**config.mk**
```make
export PLATFORM = sky130hd
export DESIGN_NAME = fifo_ptr_ctrl
export DESIGN_NICKNAME = d
export VERILOG_FILES = /design/src/rtl/fifo_ptr_ctrl.sv
export SDC_FILE = /design/constraint.sdc
export NUM_CORES = 1
export LEC_CHECK = 0
export ABC_AREA = 1
export BUFFER_PORTS_ARGS = -buffer_cell sky130_fd_sc_hd__buf_2
export CORE_MARGIN = 2
export CORE_UTILIZATION = 48
export DETAILED_ROUTE_END_ITERATION = 7
export GPL_TIMING_DRIVEN = 0
export HOLD_SLACK_MARGIN = 0.12
export PLACE_DENSITY = 0.75
export SLEW_MARGIN = 10
export SYNTH_ARGS = -nofsm -noshare
export SYNTH_HDL_FRONTEND = slang
export SYNTH_SLANG_ARGS = --single-unit
```
**constraint.sdc**
```tcl
create_clock -name clk_in -period 2.2 [get_ports clk_in]
set_input_delay 0.44 -clock clk_in [delete_from_list [all_inputs] [get_ports clk_in]]
set_output_delay 0.44 -clock clk_in [all_outputs]
set_load 0.05 [all_outputs]
```
**src/rtl/fifo_ptr_ctrl.sv**
```systemverilog
// FIFO pointer/occupancy controller: accepts read/write requests, drives memory
// strobes and addresses, and tracks fill level with wrap-bit pointers.
module fifo_ptr_ctrl #(
   parameter int OSTD_NUM  = 8,
   parameter int PTR_SIZE  = $clog2(OSTD_NUM),
   parameter int THRESHOLD = OSTD_NUM - 2
) (
   input  logic                clk_in,
   input  logic                sreset,
   input  logic                trans_write,
   input  logic                trans_read,
   input  logic                flush,
   output logic                fifo_wenable,
   output logic                fifo_renable,
   output logic [PTR_SIZE-1:0] write_ptr,
   output logic [PTR_SIZE-1:0] read_ptr,
   output logic [PTR_SIZE:0]   fill_count,
   output logic                full,
   output logic                empty,
   output logic                almost_full,
   output logic                rd_valid,
   output logic                wr_drop,
   output logic                rd_drop
);

   localparam logic [PTR_SIZE:0] DEPTH_L = (PTR_SIZE+1)'(OSTD_NUM);
   localparam logic [PTR_SIZE:0] THR_L   = (PTR_SIZE+1)'(THRESHOLD);

   logic [PTR_SIZE:0] wptr_ext, rptr_ext;

   // Flags decode only the registered count, so no request reaches them combinationally.
   assign full        = (fill_count == DEPTH_L);
   assign empty       = (fill_count == '0);
   assign almost_full = (fill_count >= THR_L);

   assign write_ptr = wptr_ext[PTR_SIZE-1:0];
   assign read_ptr  = rptr_ext[PTR_SIZE-1:0];

   // A write into a full FIFO is allowed only when a read frees a slot the same cycle.
   assign fifo_renable = !sreset && !flush && trans_read && !empty;
   assign fifo_wenable = !sreset && !flush && trans_write && (!full || fifo_renable);

   always_ff @(posedge clk_in) begin
      if (sreset || flush) begin
         wptr_ext   <= '0;
         rptr_ext   <= '0;
         fill_count <= '0;
         rd_valid   <= 1'b0;
         wr_drop    <= 1'b0;
         rd_drop    <= 1'b0;
      end else begin
         if (fifo_wenable) wptr_ext <= wptr_ext + 1'b1;
         if (fifo_renable) rptr_ext <= rptr_ext + 1'b1;
         case ({fifo_wenable, fifo_renable})
            2'b10:   fill_count <= fill_count + 1'b1;
            2'b01:   fill_count <= fill_count - 1'b1;
            default: fill_count <= fill_count;
         endcase
         rd_valid <= fifo_renable;
         wr_drop  <= trans_write && !fifo_wenable;
         rd_drop  <= trans_read && !fifo_renable;
      end
   end

endmodule
```
==> results of run 1 <==
==> cell type report <==
| class | count | share of cell area [%] |
|---|---|---|
| multi-input combinational | 62 | 44.92 |
| tap | 16 | 2.225 |
| sequential | 13 | 29.49 |
| clock buffer | 4 | 2.921 |
| timing repair buffer | 22 | 12.24 |
| inverter | 18 | 8.206 |
==> critical path: cells and delay by family <==
kind | cells | cell delay, ns
xor gates and xnor gates | 1 | 0.14
AOI/OAI and AO/OA | 1 | 0.17
adders and majority gates | 2 | 0.59
buffers and inverters | 5 | 0.41
and+or+nand+nor | 3 | 0.40
==> synthesized netlist by cell type <==
library cell / instances
dfxtp_1: 13
nor2_1: 2
xnor2_1: 2
clkinv_4: 1
nand3_2: 1
nor2_4: 3
inv_2: 3
nand2_1: 18
nand3_1: 8
nor2_2: 3
clkinv_1: 1
fa_1: 1
o21ai_0: 4
nand2_2: 2
ha_1: 5
xor2_1: 1
clkinv_2: 1
a21oi_1: 7
nand2_4: 4
nor3_1: 1
inv_1: 12
==> worst max-delay path by stage <==
stage / from / endpoint / cells after the start
floorplan: fill_count[3] / fill_count[2] / 10
global placement: sreset / fill_count[3] / 13
detailed placement: sreset / fill_count[2] / 12
CTS: sreset / fill_count[2] / 12
global route: fill_count[2] / fill_count[3] / 13
finish: sreset / fill_count[2] / 12
==> power breakdown <==
part           switching, W  internal [W]
Sequential       0.00000505      0.000241
Combinational     0.0000704     0.0000245
Clock             0.0000758     0.0000701
Total              0.000151      0.000336
==> layer usage <==
| layer | vias to the layer above | share of wire [%] | wire [um] | global-route usage [%] |
|---|---|---|---|---|
| met5 | - | 0 | 0 | 0 |
| met4 | 0 | 0.82 | 11 | 6.061 |
| met3 | 2 | 6.3 | 85 | 4.681 |
| met2 | 16 | 48 | 648 | 26.87 |
| met1 | 298 | 44 | 594 | 19.63 |
| li1 | 345 | - | - | - |
==> per-stage QoR <==
stage / hold slack (ns) / cell area [um^2] / power (W) / setup slack [ns]
after floorplan: 0.5895 / 743.2 / 0.0003254 / 0.01398
after global routing: 0.4579 / 899.6 / 0.0005115 / 0.03209
final: 0.4522 / 899.6 / 0.0004871 / 0.2134
after detailed placement: 0.4788 / 873.3 / 0.0003474 / -0.08276
after global placement: 0.4666 / 873.3 / 0.0003456 / -0.02382
after CTS: 0.4524 / 899.6 / 0.0004928 / 0.2032
==> kinds of logic after synthesis <==
group / count (synthesis)
fa+ha+maj: 6
flops: 13
xor+xnor: 3
compound gates: 11
simple gates: 42
buf+inv: 18
==> state kept, by name, summed over array words and instances (netlist names) <==
signal and flops:
fill_count 4, rd_drop 1, rd_valid 1, rptr_ext 3, wptr_ext 3, wr_drop 1
==> results.toml, run 1 <==
[outcome]
status = "complete, no violations"

[timing]
max_freq_mhz = 503.4
min_period_ns = 1.987
setup_tns_ns = 0
finalSetupViolCount = 0
fin_skew_ns = 0.001819
finalHoldViolations = 0
grt_setup_unrepaired = "false"
fin_crit_sh_pct = 90.30
relSlewSlack_pct = 82.94
final_max_slew_viol_count = 0
worst_slew_pin_slew_ns = 0.2553

[setup_path]
critPathMaxStageDelay_ns = 0.38
worstPathCellList = "buf_2 -> nor2_4 -> nand2_4 -> clkinv_2 -> nand2_4 -> clkinv_4 -> ha_1 -> inv_1 -> fa_1 -> xnor2_1 -> o21ai_0 -> inv_1"
start_kind = "input pin"
cp-end-kind = "register"
crit_arrival_ns = 2.15
rr_worst_depth = 13
worst-path-max-fanout = 8
timing_worst_setup_path_type = "in -> reg"
cp_slowest_cell = "fa_1"
rr_endpoint = "fill_count[3]"
r2r_start = "fill_count[2]"
rrSetupSlack_ns = 0.23
required_ns = 2.36

[clock_tree]
clk_pin_slew_worst_paths_ns = 0.08
clkLatencyLatePin_ns = 0.27
clkSinkCount = 13
cts_tree = "yes"
cts_buffers = 3
root_buffer = "clkbuf_4"
post_cts_buffers = 0
clock_path_buffers = 2
htree_levels = 1
hold_buffers = 0
post_cts_resized = 0

[global_routing]
grt_pass1_wl_mm = 2.290
first_global_vias = 593
overflow = 0
track_usage_pct = 16.22
antenna_found_initial = 0
grt_max_degree = 9

[floorplan]
coreArea_um2 = 1471
dieWidth_um = 43.22
die_h_um = 43.22
start_util_pct = 50.17
dieArea_um2 = 1868
floorplan.rows = 14
pin_count = 23

[hold_path]
min_to = "rd_drop"
hold_path_class = "in -> reg"
hp-start = "trans_read"
hold_path_depth = 3

[logic_synthesis]
syn-cell-area_um2 = 738.2
ys_seq_area_share_pct = 35.25
synthMuxAreaShare_pct = 0
synthCells = 93
synth_fa_ha_area_share_pct = 11.19
synth_compound_area_share_pct = 7.458
yosysTopAreaCell = "dfxtp_1"
yosys-top-cells-area = "dfxtp_1 35%, nand2_1 9.2%, ha_1 8.5%"
yosys.area_share.simple_pct = 32.54
syn_nets = 104
synth_top_cell_area_share_pct = 35.25
syn_area_per_cell_um2 = 7.938
synth_xor_area_share_pct = 3.559
yosysWarnings = 0
synth_top_family_by_area = "simple AND/OR/NAND/NOR gates"
yosys_register_bits = 13
synth_cell_types = 21

[place]
dpl.cell_count = 131
gp_congestion = 0.7520
place_hpwl_mm = 1.088
port_buffers = 22

[route]
vias = 661
wl_per_cell_um = 9.919
drtIter0Drc = 6
via_per_inst = 4.896
firstDrtPassIters = 4
drc = 0
postRouteAntennaNets = 0
finalWirelength_mm = 1.339

[finish]
final_common_cell = "buf_2"
final_cells = 135
utilization_pct = 61.14
area_delta_synth_final_pct = 21.86
fill_cells = 136
multiInputGateArea_um2 = 404.1
nets = 131
n_antenna_cell = 0
layout_common_cells = "22 x buf_2, 18 x nand2_1, 12 x inv_1, 9 x dfxtp_1, 8 x nand3_1"
regArea_um2 = 265.3
drive_above_1_share_pct = 39.50

[job]
maxCapViolations = 0

[power]
leakagePower_nw = 0.5188
peakVddDrop_mv = 0.3201
power_density_nw_per_um2 = 541.4
Note: power is estimated with default switching activity, not from simulation.
==> run 2, diff against run 1 <==
CORE_UTILIZATION = 44   (was 48)
PLACE_DENSITY = 0.72   (was 0.75)
clock period = 1.7 ns   (was 2.2 ns; I/O delays follow)
==> run 2 against run 1 <==
Effect of this change:
- the run now ends with negative setup slack left
- cell area increased by 16%
- critical path depth decreased by 1
- clock-buffer cell count unchanged
- clock skew decreased by 0.0013 ns
- sequential share of layout area decreased by 3.2 points
- combinational power increased by 54%
- sequential power increased by 28%
- flip-flop and latch count unchanged
- die area increased by 8.2%
- hold slack got worse by 0.11 ns
- critical path type is now reg -> reg
- highest routed layer unchanged
==> results.toml, run 2 (synthesis results as in run 1) <==
[finish]
top_regs = "fill_count x4, rptr_ext x3, wptr_ext x3"
area_delta_synth_final_pct = 41.69
largest_reg_flops = 4
final_common_cell = "buf_2"
layout_common_cells = "20 x buf_2, 17 x nand2_1, 11 x buf_4, 10 x inv_1, 9 x dfxtp_1"
final_cells = 145
top_register = "fill_count"
n_antenna_cell = 0
nets = 141
drive_above_1_share_pct = 51.16

[setup_path]
timing_worst_setup_path_type = "reg -> reg"
crit_arrival_ns = 1.90
required_ns = 1.88
worst-path-max-fanout = 5
cp-end-kind = "register"
start_kind = "register"

[route]
finalWirelength_mm = 1.591
postRouteAntennaNets = 0
via_per_inst = 4.828
wl_per_cell_um = 10.97
firstDrtPassIters = 4
drc = 0
vias = 700
drtIter0Drc = 7

[clock_tree]
cts_tree = "yes"
clkLatencyLatePin_ns = 0.27
htree_levels = 1
clk_pin_slew_worst_paths_ns = 0.08
clock_path_buffers = 2
cts_buffers = 3
hold_buffers = 0
root_buffer = "clkbuf_4"
clkSinkCount = 13

[hold_path]
hold_path_class = "in -> reg"

[timing]
fin_skew_ns = 0.0005101
max_freq_mhz = 580.2
holdWs_ns = 0.3447
relSlewSlack_pct = 83.24
fin_ws_ns = -0.02350
fin_crit_sh_pct = 101.4
grt_setup_unrepaired = "true"
final_max_slew_viol_count = 0
min_period_ns = 1.723
finalSetupViolCount = 1
finalHoldViolations = 0
worst_slew_pin_slew_ns = 0.2508

[global_routing]
overflow = 0
grt_pass1_wl_mm = 2.442
grt_max_degree = 9
first_global_vias = 585
antenna_found_initial = 0
track_usage_pct = 16.85

[floorplan]
pin_count = 23
dieArea_um2 = 2021
coreArea_um2 = 1541
die_h_um = 44.96
start_util_pct = 47.89
floorplan.rows = 14
dieWidth_um = 44.96

[place]
gp_congestion = 0.7337
place_hpwl_mm = 1.137
dpl.cell_count = 131
port_buffers = 22

[power]
leakagePower_nw = 0.5730
p_sw_share_pct = 32.04
pwr-share-clk_pct = 29.8
switching_power_w = 0.0002103
p_comb_share_pct = 22.3
internal-power_w = 0.0004460
power_density_nw_per_um2 = 627.4
peakVddDrop_mv = 0.4324
power.share.sequential_pct = 47.9
total_power_w = 0.0006562

[job]
maxCapViolations = 0

[outcome]
status = "complete, but fails checks"
violations = "negative setup slack"
[run 2: cell types whose count changed in the layout (fill, tap and decap cells not counted), sizes merged]
| cell | before | now |
|---|---|---|
| buf | 22 | 32 |
[run 2: critical path, cell delays in order, from the launching register on]
cell     delay, ns
dfxtp_4       0.37
inv_4         0.07
nand2_2       0.06
nor2_4        0.13
nand2_4       0.07
nand2_4       0.08
ha_4          0.16
inv_2         0.05
fa_2          0.33
xnor2_1       0.13
o21ai_1       0.13
inv_1         0.04
[run 2: area by class of cell]
cell class                 instances  area, um^2
clock buffer                       4       26.28
fill                             127       495.5
inverter                          18       80.08
multi-input combinational         62       450.4
sequential                        13       275.3
tap                               16       20.02
timing repair buffer              32       193.9
[run 2: final timing paths]
path	from	endpoint	slack, ns	depth (start not counted)
worst max-delay path	fill_count[1]	fill_count[2]	-0.02	11
worst min-delay path	trans_read	rd_drop	0.34	3
worst max register to register	fill_count[1]	fill_count[2]	-0.02	11
worst min register to register	wptr_ext[1]	wptr_ext[1]	0.49	2
[run 2: repair_timing]
item                       4_1_cts  5_1_grt
setup buffers                    6        4
pin swaps                        7        4
gates resized for setup          3        6
setup endpoints to repair        3        4
cloned                           0        0
[run 2: stage by stage]
stage | instance area, um^2 | setup TNS [ns] | setup slack, ns | util, %
global route | 1046 | -0.2987 | -0.1345 | 67.86
floorplan | 778.2 | -0.7625 | -0.2664 | -
detailed placement | 908.4 | -0.7659 | -0.3354 | 58.93
global placement | 908.4 | -0.7309 | -0.2962 | 58.93
CTS | 994.7 | -0.005279 | -0.005279 | 64.53
finish | 1046 | -0.02350 | -0.02350 | 67.86
[run 2: power groups by stage]
stage	registers (W)	clock network [W]	logic, W
5_1_grt	0.000315	0.000215	0.000157
3_3_place_gp	0.000322	0	0.000125
6_report	0.000314	0.000196	0.000146
3_5_place_dp	0.000322	0	0.000127
4_1_cts	0.000315	0.000205	0.000138
2_1_floorplan	0.000347	0	0.0000733
[run 2: routing by layer]
layer	up-vias	global-route usage (%)	share of wire, %
met2	29	27.14	47
met1	305	21.00	46
met4	0	8.824	1.1
li1	362	-	-
met5	-	0	0
met3	4	3.600	6.0
==> run 3, diff against run 2 <==
CORE_UTILIZATION = 35   (was 44)
PLACE_DENSITY = 0.59   (was 0.72)
==> run 3 against run 2 <==
Effect of this change:
- routed wire length fell by 9.2%
- core utilization fell by 16 points
- die area increased by 23%
- combinational power decreased by 4%
- the run now ends clean
- clock-buffer cell count did not move
- clock power is 3% lower
- flip-flop and latch count stayed put
==> results.toml, run 3 (synthesis results as in run 1) <==
[power]
p_comb_share_pct = 21.7
internal-power_w = 0.0004419
switching_power_w = 0.0002029
p_sw_share_pct = 31.46
pwr-share-clk_pct = 29.6
power.share.sequential_pct = 48.7
leakagePower_nw = 0.5588
power_density_nw_per_um2 = 626.1
peakVddDrop_mv = 0.3907

[setup_path]
crit_path_frequent_cell = "nand2_4"
cp-end-kind = "register"
crit_family = "adder cells"
rr_endpoint = "fill_count[2]"
start_kind = "register"
r2r_start = "fill_count[2]"
timing_worst_setup_path_type = "reg -> reg"
crit_cells = 11
worstPathCellList = "clkinv_4 -> nand2_4 -> nor2_4 -> nand2_4 -> nand2_4 -> ha_4 -> inv_2 -> fa_2 -> xnor2_1 -> o21ai_1 -> inv_1"
critical_path.startpoint = "fill_count[2]"
cp_num_buf_inv = 3
cp_slowest_cell = "dfxtp_4"
endpoint = "fill_count[2]"
crit_arrival_ns = 1.86
rrSetupSlack_ns = 0.02
required_ns = 1.88
worst-path-max-fanout = 4
critPathMaxStageDelay_ns = 0.36
rr_worst_depth = 11

[global_routing]
track_usage_pct = 13.46
grt_pass1_wl_mm = 2.587
overflow = 0
grt_max_degree = 9
antenna_found_initial = 0
first_global_vias = 604

[timing]
finalHoldViolations = 0
finalSetupViolCount = 0
relSlewSlack_pct = 83.19
fin_skew_ns = 0.005127
max_freq_mhz = 594.9
min_period_ns = 1.681
final_max_slew_viol_count = 0
fin_crit_sh_pct = 98.87
setup_tns_ns = 0
worst_slew_pin_slew_ns = 0.2515
grt_setup_unrepaired = "true"

[clock_tree]
clkLatencyLatePin_ns = 0.27
hold_buffers = 0
clkSinkCount = 13
root_buffer = "clkbuf_4"
clk_pin_slew_worst_paths_ns = 0.08
htree_levels = 1
cts_buffers = 3
clock_path_buffers = 2
cts_tree = "yes"

[finish]
area_delta_synth_final_pct = 39.49
top_register = "fill_count"
n_antenna_cell = 0
drive_above_1_share_pct = 49.21
final_common_cell = "buf_2"
layout_common_cells = "22 x buf_2, 17 x nand2_1, 10 x inv_1, 9 x dfxtp_1, 8 x nand3_1"
top_regs = "fill_count x4, rptr_ext x3, wptr_ext x3"
largest_reg_flops = 4
utilization_pct = 51.96
final_cells = 153
nets = 138

[route]
vias = 659
firstDrtPassIters = 3
wl_per_cell_um = 9.438
finalWirelength_mm = 1.444
drtIter0Drc = 3
postRouteAntennaNets = 0
via_per_inst = 4.307
drc = 0

[floorplan]
coreArea_um2 = 1982
start_util_pct = 37.25
pin_count = 23
die_h_um = 49.93
dieWidth_um = 49.93
floorplan.rows = 16
dieArea_um2 = 2493

[place]
place_hpwl_mm = 1.093
dpl.cell_count = 142
gp_congestion = 0.7707
port_buffers = 22

[hold_path]
hold_path_class = "in -> reg"

[job]
maxCapViolations = 0

[outcome]
status = "complete, no violations"
==> run 3: changes by cell type in the layout (fill, tap and decap cells not counted), sizes merged <==
cell / before / now
buf: 32 / 29
==> run 3: per-layer routing <==
metal / vias to the layer above / routed length (um) / GRT usage [%]
li1: 357 / - / -
met1: 283 / 695 / 18.25
met2: 19 / 655 / 20.44
met3: 0 / 93 / 5.758
met4: 0 / 0 / 1.389
met5: - / 0 / 0
==> run 3: timing repair <==
item / CTS / global route
hold endpoints to repair: 0 / 0
setup endpoints to repair: 4 / 4
setup buffers: 6 / 1
pin swaps: 6 / 3
resized for setup: 3 / 3
==> run 3: metrics by stage <==
| stage | power (W) | area [um^2] | worst slack, ns | hold WS (ns) |
|---|---|---|---|---|
| final | 0.0006448 | 1030 | 0.01917 | 0.3549 |
| after global routing | 0.0006886 | 1030 | -0.09038 | 0.3400 |
| after CTS | 0.0006592 | 1012 | -0.006041 | 0.3430 |
| after detailed placement | 0.0004487 | 922.1 | -0.3433 | 0.4754 |
| after global placement | 0.0004476 | 922.1 | -0.3133 | 0.4720 |
| after floorplan | 0.0004201 | 778.2 | -0.2664 | 0.4999 |
==> run 3: tightest hold or removal path, delay by kind of cell <==
kind | cells | cell delay (ns)
buf+inv | 1 | 0.12
simple gates | 2 | 0.13
==> run 3: final cells by class <==
cell class / instances / area, um^2
Clock buffer: 4 / 26.28
Fill cell: 196 / 952.2
Inverter: 18 / 83.83
Multi-Input combinational cell: 62 / 447.9
Sequential cell: 13 / 275.3
Tap cell: 27 / 33.78
Timing Repair Buffer: 29 / 162.7
==> run 3: power by group through the flow <==
| stage | clock network [W] | registers, W | logic (W) |
|---|---|---|---|
| after floorplan | 0 | 0.000347 | 0.0000733 |
| after global placement | 0 | 0.000322 | 0.000126 |
| after detailed placement | 0 | 0.000322 | 0.000127 |
| after CTS | 0.000206 | 0.000314 | 0.000139 |
| after global routing | 0.000221 | 0.000316 | 0.000152 |
| final | 0.000191 | 0.000314 | 0.000140 |
==> run 3: worst min path at each step <==
stage,from,end,slack [ns],cells past startpoint
after global routing,trans_read,rd_drop,0.34,3
after floorplan,trans_read,rd_drop,0.50,2
after global placement,wptr_ext[1],wptr_ext[1],0.47,2
after detailed placement,wptr_ext[1],wptr_ext[1],0.48,2
final,trans_read,rd_drop,0.35,3
after CTS,trans_read,rd_drop,0.34,3
